$ cat src/rtl/freq_meter.sv
// Gated frequency meter: counts rising edges of an asynchronous clock over a
// fixed window of fpga_clk_i cycles and reports the saturated count.
module freq_meter #(
  parameter int GATE_CYCLES = 16000,
  parameter int CNT_WIDTH   = 16
) (
  input  logic                 fpga_clk_i,
  input  logic                 rst_n_i,
  input  logic                 enable_i,
  input  logic                 meas_clk_i,
  output logic [CNT_WIDTH-1:0] count_o,
  output logic                 valid_o,
  output logic                 ovf_o,
  output logic                 busy_o
);

  localparam int                   GW        = $clog2(GATE_CYCLES);
  localparam logic [GW-1:0]        GATE_LAST = GW'(GATE_CYCLES - 1);
  localparam logic [CNT_WIDTH-1:0] CNT_MAX   = '1;

  typedef enum logic [1:0] {S_IDLE, S_ARM, S_GATE, S_REPORT} state_t;

  state_t               r_state, w_state_nxt;
  logic                 r_sync1, r_sync2, r_hist;
  logic                 w_edge, w_gate_last;
  logic [GW-1:0]        r_gate;
  logic [CNT_WIDTH-1:0] r_cnt, w_cnt_nxt;
  logic                 r_ovf, w_ovf_nxt;
  logic [CNT_WIDTH-1:0] r_count;
  logic                 r_valid, r_ovf_o;

  always_ff @(posedge fpga_clk_i or negedge rst_n_i) begin
    if (!rst_n_i) begin
      r_sync1 <= 1'b0;
      r_sync2 <= 1'b0;
      r_hist  <= 1'b0;
    end else begin
      r_sync1 <= meas_clk_i;
      r_sync2 <= r_sync1;
      r_hist  <= r_sync2;
    end
  end

  assign w_edge      = r_sync2 & ~r_hist;
  assign w_gate_last = (r_gate == GATE_LAST);

  always_ff @(posedge fpga_clk_i or negedge rst_n_i) begin
    if (!rst_n_i) r_state <= S_IDLE;
    else          r_state <= w_state_nxt;
  end

  always_comb begin
    w_state_nxt = r_state;
    case (r_state)
      S_IDLE:   if (enable_i) w_state_nxt = S_ARM;
      S_ARM:    w_state_nxt = enable_i ? S_GATE : S_IDLE;
      S_GATE: begin
        if (!enable_i)        w_state_nxt = S_IDLE;
        else if (w_gate_last) w_state_nxt = S_REPORT;
      end
      S_REPORT: w_state_nxt = enable_i ? S_ARM : S_IDLE;
      default:  w_state_nxt = S_IDLE;
    endcase
  end

  // Next count includes this cycle's edge so the final GATE cycle is reported.
  always_comb begin
    w_cnt_nxt = r_cnt;
    w_ovf_nxt = r_ovf;
    if (r_state == S_GATE && w_edge) begin
      if (r_cnt == CNT_MAX) w_ovf_nxt = 1'b1;
      else                  w_cnt_nxt = r_cnt + CNT_WIDTH'(1);
    end
  end

  always_ff @(posedge fpga_clk_i or negedge rst_n_i) begin
    if (!rst_n_i) begin
      r_gate <= '0;
      r_cnt  <= '0;
      r_ovf  <= 1'b0;
    end else if (r_state == S_ARM) begin
      r_gate <= '0;
      r_cnt  <= '0;
      r_ovf  <= 1'b0;
    end else if (r_state == S_GATE) begin
      r_cnt <= w_cnt_nxt;
      r_ovf <= w_ovf_nxt;
      if (!w_gate_last) r_gate <= r_gate + GW'(1);
    end
  end

  always_ff @(posedge fpga_clk_i or negedge rst_n_i) begin
    if (!rst_n_i) begin
      r_count <= '0;
      r_ovf_o <= 1'b0;
      r_valid <= 1'b0;
    end else begin
      r_valid <= (w_state_nxt == S_REPORT);
      if (w_state_nxt == S_REPORT) begin
        r_count <= w_cnt_nxt;
        r_ovf_o <= w_ovf_nxt;
      end
    end
  end

  assign count_o = r_count;
  assign ovf_o   = r_ovf_o;
  assign valid_o = r_valid;
  assign busy_o  = (r_state != S_IDLE);

endmodule

$ cat config.mk
export PLATFORM = sky130hd
export DESIGN_NAME = freq_meter
export DESIGN_NICKNAME = d
export VERILOG_FILES = /design/src/rtl/freq_meter.sv
export SDC_FILE = /design/constraint.sdc
export NUM_CORES = 1
export LEC_CHECK = 0
export ABC_AREA = 0
export BUFFER_PORTS_ARGS = -buffer_cell sky130_fd_sc_hd__buf_2
export CAP_MARGIN = 20
export CORE_ASPECT_RATIO = 0.6
export CORE_MARGIN = 5
export CORE_UTILIZATION = 60
export CTS_CLUSTER_SIZE = 10
export DETAILED_ROUTE_END_ITERATION = 8
export PLACE_DENSITY = 0.88
export REMOVE_ABC_BUFFERS = 1
export SLEW_MARGIN = 20
export SYNTH_ARGS = -nofsm -noshare
export SYNTH_HDL_FRONTEND = slang
export SYNTH_SLANG_ARGS = --single-unit
$ cat constraint.sdc
create_clock -name fpga_clk_i -period 2.2 [get_ports fpga_clk_i]
set_input_delay 0.33 -clock fpga_clk_i [delete_from_list [all_inputs] [get_ports fpga_clk_i]]
set_output_delay 0.33 -clock fpga_clk_i [all_outputs]
set_load 0.03 [all_outputs]
# Word-level counts from Yosys, hierarchy flattened
# Index checks and enable logic that the tools add are counted.
# W data, S select, Z words.
[totals]
ff_bits = 54
in_bits = 4
wordCells = 43
[classes]
add_sub_neg = 2
n_eq_ne = 7
n_mux = 17
n_bitwise = 2
reduce_logical = 5
[op_table]
columns = ["operator", "count"]
rows = [
  ["$mux W16", 4],
  ["$mux W14", 3],
  ["$add A16 B1 Y16 const B", 1],
  ["$eq A16 B16 Y1 const B", 1],
  ["$add A14 B1 Y14 const B", 1],
  ["$eq A14 B14 Y1 const B", 1],
  ["$mux W2", 4],
  ["$pmux W2 S4", 1],
  ["$eq A2 B2 Y1 const B", 3],
  ["$mux W1", 5],
  ["$reduce_bool A2 Y1", 2],
  ["$eq A2 B1 Y1 const B", 1],
  ["$logic_not A2 Y1", 1],
  ["$ne A2 B1 Y1 const B", 1],
  ["$reduce_and A2 Y1", 1],
  ["$and A1 B1 Y1", 1],
  ["$logic_and A1 B1 Y1", 1],
  ["$not A1 Y1", 1],
]

# Longest topological paths before layout
# Gate-level depths: netlist (run 1).
[depth]
ltp_word = 6
depth_mapped = 9
depth_no_buf = 7

# Worst setup path after synthesis (run 1)
# OpenSTA, ideal clock, no wires.
[synth_path]
path_type = "register to register"
start = "register r_state[0]"
end = "register r_cnt[9]"
setup_time_ps = 130
t_arrival_ps = 1812
path_slack_ps = 258
path_stages_with_launch = 8
path_cell_list = "dfrtp_1 inv_1 ha_1 nand3b_4 or2_1 nor4b_2 mux2i_1 o2bb2ai_1"
[synth_between]
elab_chain_len = 5
[synth_rtl]
columns = ["item", "line", "text"]
rows = [
  ["start: declaration", "23", "state_t r_state, w_state_nxt;"],
  ["start signal: assignment", "49", "else r_state <= w_state_nxt;"],
  ["$eq A2 B2 Y1", "70, 85", ""],
  ["$logic_and A1 B1 Y1", "70", "if (r_state == S_GATE && w_edge) begin"],
  ["$mux W16", "70", ""],
  ["$mux W16", "85", "end else if (r_state == S_GATE) begin"],
  ["$mux W16", "81", "end else if (r_state == S_ARM) begin"],
  ["end signal: assignment", "86", "r_cnt <= w_cnt_nxt;"],
  ["end: declaration", "27", "logic [CNT_WIDTH-1:0] r_cnt, w_cnt_nxt;"],
]
# Parallel ways exist; a longest one is shown, timed or not. The select of a mux whose other input is x is not followed.
# A chain may end at the register's enable or synchronous reset.

# Worst setup path after layout (run 1)
[layout_path]
start = "register r_state[1]"
end = "register r_count[13], in the netlist count_o[13]"
[layout_between]
elab_chain_len = 4
[layout_rtl]
columns = ["item", "line", "text"]
rows = [
  ["$mux W2", "59", "else if (w_gate_last) w_state_nxt = S_REPORT;"],
  ["$mux W2", "58", "if (!enable_i) w_state_nxt = S_IDLE;"],
  ["$pmux W2 S4", "54", "case (r_state)"],
  ["$eq A2 B2 Y1", "99", "if (w_state_nxt == S_REPORT) begin"],
  ["end signal: assignment", "100", "r_count <= w_cnt_nxt;"],
  ["end: declaration", "29", "logic [CNT_WIDTH-1:0] r_count;"],
]
# Parallel ways exist; a longest one is shown, timed or not.

==> results of run 1 <==
==> routing by layer <==
metal / global-route usage / vias to the layer above / wire, um
met2: 0.304 / 70 / 2790
met3: 0.0445 / 12 / 380
met1: 0.285 / 1143 / 2950
met5: 0 / - / 0
met4: 0.0573 / 0 / 67
li1: - / 1140 / -
==> synth_stat cells (2+ instances only) <==
cell,number,share of area
a21oi_1,17,0.028
a31o_2,5,0.014
a31oi_1,3,0.0062
a41oi_1,2,0.0058
and2_1,5,0.010
and3_1,5,0.010
and3_2,3,0.0074
and3b_1,2,0.0058
and4_1,3,0.0086
buf_2,4,0.0066
buf_6,3,0.011
clkbuf_1,8,0.0099
clkbuf_4,2,0.0049
dfrtp_1,54,0.44
ha_1,7,0.029
inv_1,9,0.011
mux2_2,2,0.0074
mux2i_1,10,0.033
nand2_1,26,0.032
nand2b_1,4,0.0082
nand3_1,10,0.016
nand4_1,8,0.016
nor2_1,27,0.033
nor3_1,7,0.012
nor4_4,3,0.021
nor4b_2,2,0.0099
o21ai_0,16,0.026
o21ai_1,5,0.0082
o22ai_1,2,0.0041
o2bb2ai_1,9,0.026
o31ai_1,4,0.0099
xnor2_1,13,0.037
xor2_1,4,0.012
==> metrics by stage <==
| step | setup slack, ns | instance area [sq um] | utilization | setup TNS (ns) |
|---|---|---|---|---|
| after floorplan | -0.311 | 2920 | - | -2.37 |
| after global placement | 0.202 | 3220 | 0.646 | 0 |
| after detailed placement | 0.0981 | 3220 | 0.646 | 0 |
| after CTS | 0.0988 | 3300 | 0.663 | 0 |
| after global routing | -0.0443 | 3300 | 0.664 | -0.107 |
| final | 0.112 | 3300 | 0.664 | 0 |
==> power groups by stage <==
stage / combinational [mW] / sequential (mW) / clock [mW]
6_report: 1.14 / 1.24 / 0.519
4_1_cts: 1.14 / 1.24 / 0.535
3_5_place_dp: 1.13 / 1.26 / 0
2_1_floorplan: 0.694 / 1.32 / 0
5_1_grt: 1.26 / 1.26 / 0.577
3_3_place_gp: 1.08 / 1.25 / 0
==> layout make-up <==
cell class                      instances  area share
Clock buffer                            7      0.0231
Inverter                                9      0.0102
Multi-Input combinational cell        224       0.465
Sequential cell                        54       0.409
Tap cell                               66      0.0250
Timing Repair Buffer                   35      0.0674
==> cell usage in the layout, fill, tap and decap left out, types with 7 or more instances in the layout <==
cell        n
o21ai_0    16
dfrtp_1    54
xnor2_1    13
mux2i_1    10
ha_1        7
buf_2      22
buf_4      11
o2bb2ai_1   9
nand4_1     8
inv_1       9
nand2_1    26
nand3_1    10
nor3_1      7
a21oi_1    17
nor2_1     27
==> worst max path at each step <==
stage | slack (ns) | cells past startpoint | end
after global placement | 0.20 | 8 | count_o[13]
after CTS | 0.1 | 8 | count_o[13]
after detailed placement | 0.1 | 8 | count_o[13]
final | 0.11 | 8 | count_o[13]
after global routing | -0.04 | 7 | r_cnt[9]
after floorplan | -0.31 | 6 | count_o[15]
==> kinds of logic after synthesis <==
group	after synthesis	share of synthesized area
fa+ha+maj	7	0.0288
mux	12	0.0403
flops	54	0.444
simple gates	112	0.220
xor+xnor	17	0.0490
buf+inv	28	0.0506
compound gates	76	0.167
==> flip-flops by register name (all words and copies together), names as in the netlist, 2 cells and up <==
register  cells
count_o      16
r_cnt        16
r_gate       14
r_state       2
==> worst max-delay path, cell delays in order (launching register included) <==
cell	delay (ns)
dfrtp_1	0.41
inv_1	0.11
ha_1	0.24
o21bai_1	0.16
mux2_2	0.28
a211o_2	0.39
buf_4	0.20
inv_1	0.07
a2bb2oi_1	0.15
==> what timing repair did <==
item	CTS	global route
gates resized for setup	0	1
endpoints found under the setup margin	0	6
hold endpoints to repair	13	0
hold buffers	1	0
==> impl_metrics.tcl, run 1 <==
set metrics [dict create \
    multi_input_area_sq_um 1540 \
    hpwl_um 4590 \
    overflow 0 \
    hp-start "meas_clk_i" \
    status "complete, no violations" \
    finalHoldViolCount 0 \
    syn_to_final_growth_pct 8.64 \
    max_slew_margin 0.725 \
    max_freq_ghz 0.479 \
    r2r_setup_slack_ns 0.11 \
    crit_start "r_state[1]" \
    fin_skew_ns 0.00713 \
    drive_gt1_frac 0.195 \
    switching_share 0.396 \
    rr_endpoint "count_o[13]" \
    syn_avg_cell_area_sq_um 9.94 \
    io_buffers 22 \
    finalHoldWorstSlack_ns 0.134 \
    drc 0 \
    dp_cells 387 \
    endpoint_kind "flop" \
    drt-total-wl_um 6190 \
    clkSlewWorstSetupHoldPaths_ns 0.09 \
    antenna_cells 0 \
    rsz0062_at_grt "yes" \
    rows 20 \
    core_sq_um 4980 \
    synth_seq_cells 54 \
    post_drt_wl_per_cell_um 15.7 \
    die_area_sq_um 6640 \
    final_nets 340 \
    intPower_mw 1.75 \
    fin_crit_sh 0.949 \
    grt_pass1_vias 2334 \
    hold_end "r_sync1" \
    leakagePower_nw 1.50 \
    dieHeight_um 65.2 \
    arrival_ns 2.32 \
    syn-instance-count 306 \
    pwr-share-clk 0.179 \
    drv_cap 0 \
    synth_edf_count 0 \
    vdd_drop_max_mv 0.694 \
    timing.rr.start "r_state[1]" \
    fin_crit_ns 2.09 \
    clk_path_buf_depth 2 \
    die_w_um 102 \
    min_path_cells 1 \
    start_util 0.611 \
    cp.required_ns 2.43 \
    io-pin-count 23 \
    grt_max_degree 25 \
    reg2reg_depth 8 \
    grt_util_all_layers 0.199 \
    n_fill_cell 416 \
    yosys.cell_types.count 55 \
    instances_no_fill 395 \
    path_max_fanout 10 \
    p_total_mw 2.90 \
    max_slew.worst_pin.slew_ns 0.409 \
    globalplace.congestion 0.842 \
    cts_root_buf "clkbuf_8" \
    seq_power_share 0.428 \
    dr.first_iter.drc_count 120 \
    p_sw_mw 1.15 \
    yosysWarnings 0 \
    ys.flop_type "dfrtp_1" \
    ant_nets 0 \
    cts_buffers 5 \
    vias 2365 \
    combPwrFrac 0.393 \
    insertion_delay_ns 0.30 \
    antenna_found_initial 0 \
    cts_tree "done" \
    first_pass_iters 4 \
    postCtsSetupRepairBufs 0 \
    synthArstFlopShare 1.00 \
    h-tree-depth 2 \
    critical_path_class "reg2reg" \
    mappedNetlistArea_sq_um 3040 \
    setup_viol 0 \
    yosysSeqAreaShare 0.444 \
    maxSlewViolCount 0 \
    critPathLaunchType "flop" \
    viasPerCell 5.99 \
    grt_pass1_wl_um 10600 \
    regArea_sq_um 1350 \
    power_density_nw_per_um2 878 \
    cts_sinks 54 \
    holdCritPathClass "in2reg" \
]
Power figures use the tool's default switching activity.
==> inputs of run 2 (changes only) <==
Settings changed: PLACE_DENSITY 0.88 to 0.8, SLEW_MARGIN 20 to default.
==> run 2 against run 1 <==
Effect of this change: the run now ends with negative hold slack left; clock skew shrank 0.0011 ns; worst hold slack lost 0.14 ns; sequential share of layout area shrank 0.95 points; die area is the same; sequential power is essentially flat; critical path depth shrank 1; cell count shrank 0.25%; non-clock buffer count shrank 2; total power grew 11%; worst setup slack gained 0.039 ns; critical endpoint is now count_o[6]; largest power group unchanged; highest routed layer unchanged.
==> impl_metrics.tcl, run 2 (synthesized netlist as in run 1, its figures left out) <==
set metrics [dict create \
    cts_root_buf "clkbuf_8" \
    post_cts_resized 0 \
    start_util 0.611 \
    dr.first_iter.drc_count 154 \
    dp_cells 386 \
    hpwl_um 4600 \
    drv_cap 0 \
    vias 2369 \
    dieHeight_um 65.2 \
    die_w_um 102 \
    path_max_fanout 8 \
    cts_tree "done" \
    leakagePower_nw 1.52 \
    insertion_delay_ns 0.31 \
    instances_no_fill 394 \
    fin_crit_sh 0.931 \
    post_drt_wl_per_cell_um 16.3 \
    drive_gt1_frac 0.223 \
    max_slew_margin 0.639 \
    vdd_drop_max_mv 0.845 \
    slowest_stage "dfrtp_2" \
    grt_pass1_wl_um 11100 \
    max_freq_ghz 0.488 \
    cts_sinks 54 \
    tns_ns 0 \
    regArea_sq_um 1350 \
    io_buffers 22 \
    max_slew.worst_pin.slew_ns 0.541 \
    p_total_mw 3.23 \
    multi_input_area_sq_um 1570 \
    critical_path.top_delay_family "compound AO/OA/AOI/OAI gates" \
    overflow 0 \
    fin_crit_ns 2.05 \
    clk_path_buf_depth 2 \
    clkSlewWorstSetupHoldPaths_ns 0.10 \
    n_fill_cell 396 \
    setup_viol 0 \
    fin_skew_ns 0.00598 \
    antenna_found_initial 0 \
    violations "negative hold slack" \
    power_density_nw_per_um2 952 \
    grt_max_degree 33 \
    syn_to_final_growth_pct 11.4 \
    arrival_ns 2.27 \
    grt_pass1_vias 2249 \
    setup_ws_ns 0.151 \
    crit_chain "inv_1 > ha_2 > o21bai_1 > mux2_2 > a211o_4 > buf_4 > o31ai_1" \
    grt_util_all_layers 0.215 \
    critPathLaunchType "flop" \
    cp_num_buf_inv 2 \
    endpoint_kind "flop" \
    final_cell_mix "dfrtp_1 (52), nor2_1 (27), nand2_1 (26)" \
    finalHoldViolCount 22 \
    postCtsSetupRepairBufs 0 \
    core_sq_um 4980 \
    cts_hold_buffers 0 \
    viasPerCell 6.01 \
    finalHoldWorstSlack_ns -0.00931 \
    globalplace.congestion 0.847 \
    ant_nets 0 \
    final_nets 338 \
    drt-total-wl_um 6420 \
    first_pass_iters 4 \
    drc 0 \
    rsz0062_at_grt "no" \
    final_common_cell "dfrtp_1" \
    r2r_setup_slack_ns 0.15 \
    status "finished with violations" \
    h-tree-depth 2 \
    cp.required_ns 2.42 \
    cts_buffers 5 \
    die_area_sq_um 6640 \
    antenna_cells 0 \
    critical_path_class "reg2reg" \
    maxSlewViolCount 0 \
    slowest_delay_ns 0.45 \
    rows 20 \
    holdCritPathClass "in2async" \
    place_ws_ns 0.0227 \
    io-pin-count 23 \
]
-- run 2: path summary, 6_finish.rpt --
path | startpoint | depth (start not counted) | endpoint
min | rst_n_i | 1 | r_cnt[5]
max | r_state[0] | 7 | count_o[6]
max in group asynchronous | rst_n_i | 2 | r_state[1]
min reg2reg | r_sync1 | 0 | r_sync2
max reg2reg | r_state[0] | 7 | count_o[6]
min in group fpga_clk_i | meas_clk_i | 1 | r_sync1
-- run 2: final cells by class --
class	instances	share of cell area
clock inverter	2	0.0177
inverter	9	0.00997
timing repair buffer	33	0.0605
multi-input combinational	224	0.464
clock buffer	6	0.0244
tap	66	0.0244
sequential	54	0.399
-- run 2: routing by layer --
layer	wire length, um	track usage	part of all wire	vias to the layer above
li1	-	-	-	1139
met2	2590	0.288	0.40	87
met5	0	0	0	-
met1	3250	0.340	0.51	1132
met4	100	0.0769	0.016	0
met3	479	0.0445	0.075	11
-- run 2: report_power, final --
group / internal (mW) / total (mW) / switching [mW] / leakage (nW)
Sequential: 1.11 / 1.26 / 0.149 / 0.727
Clock: 0.485 / 0.817 / 0.331 / 0.0714
Combinational: 0.425 / 1.15 / 0.723 / 0.725
Total: 2.02 / 3.23 / 1.20 / 1.52
-- run 2: per-stage QoR --
stage,area [sq um],utilization
after global routing,3390,0.681
after floorplan,2920,-
final,3390,0.681
after global placement,3210,0.644
after CTS,3350,0.673
after detailed placement,3210,0.644
-- run 2: worst reg2reg max path: cells and delay by family, from the launching register on --
kind / cells / cell delay, ns
compound gates: 3 / 0.68
flops: 1 / 0.45
buf+inv: 2 / 0.30
mux: 1 / 0.29
fa+ha+maj: 1 / 0.25
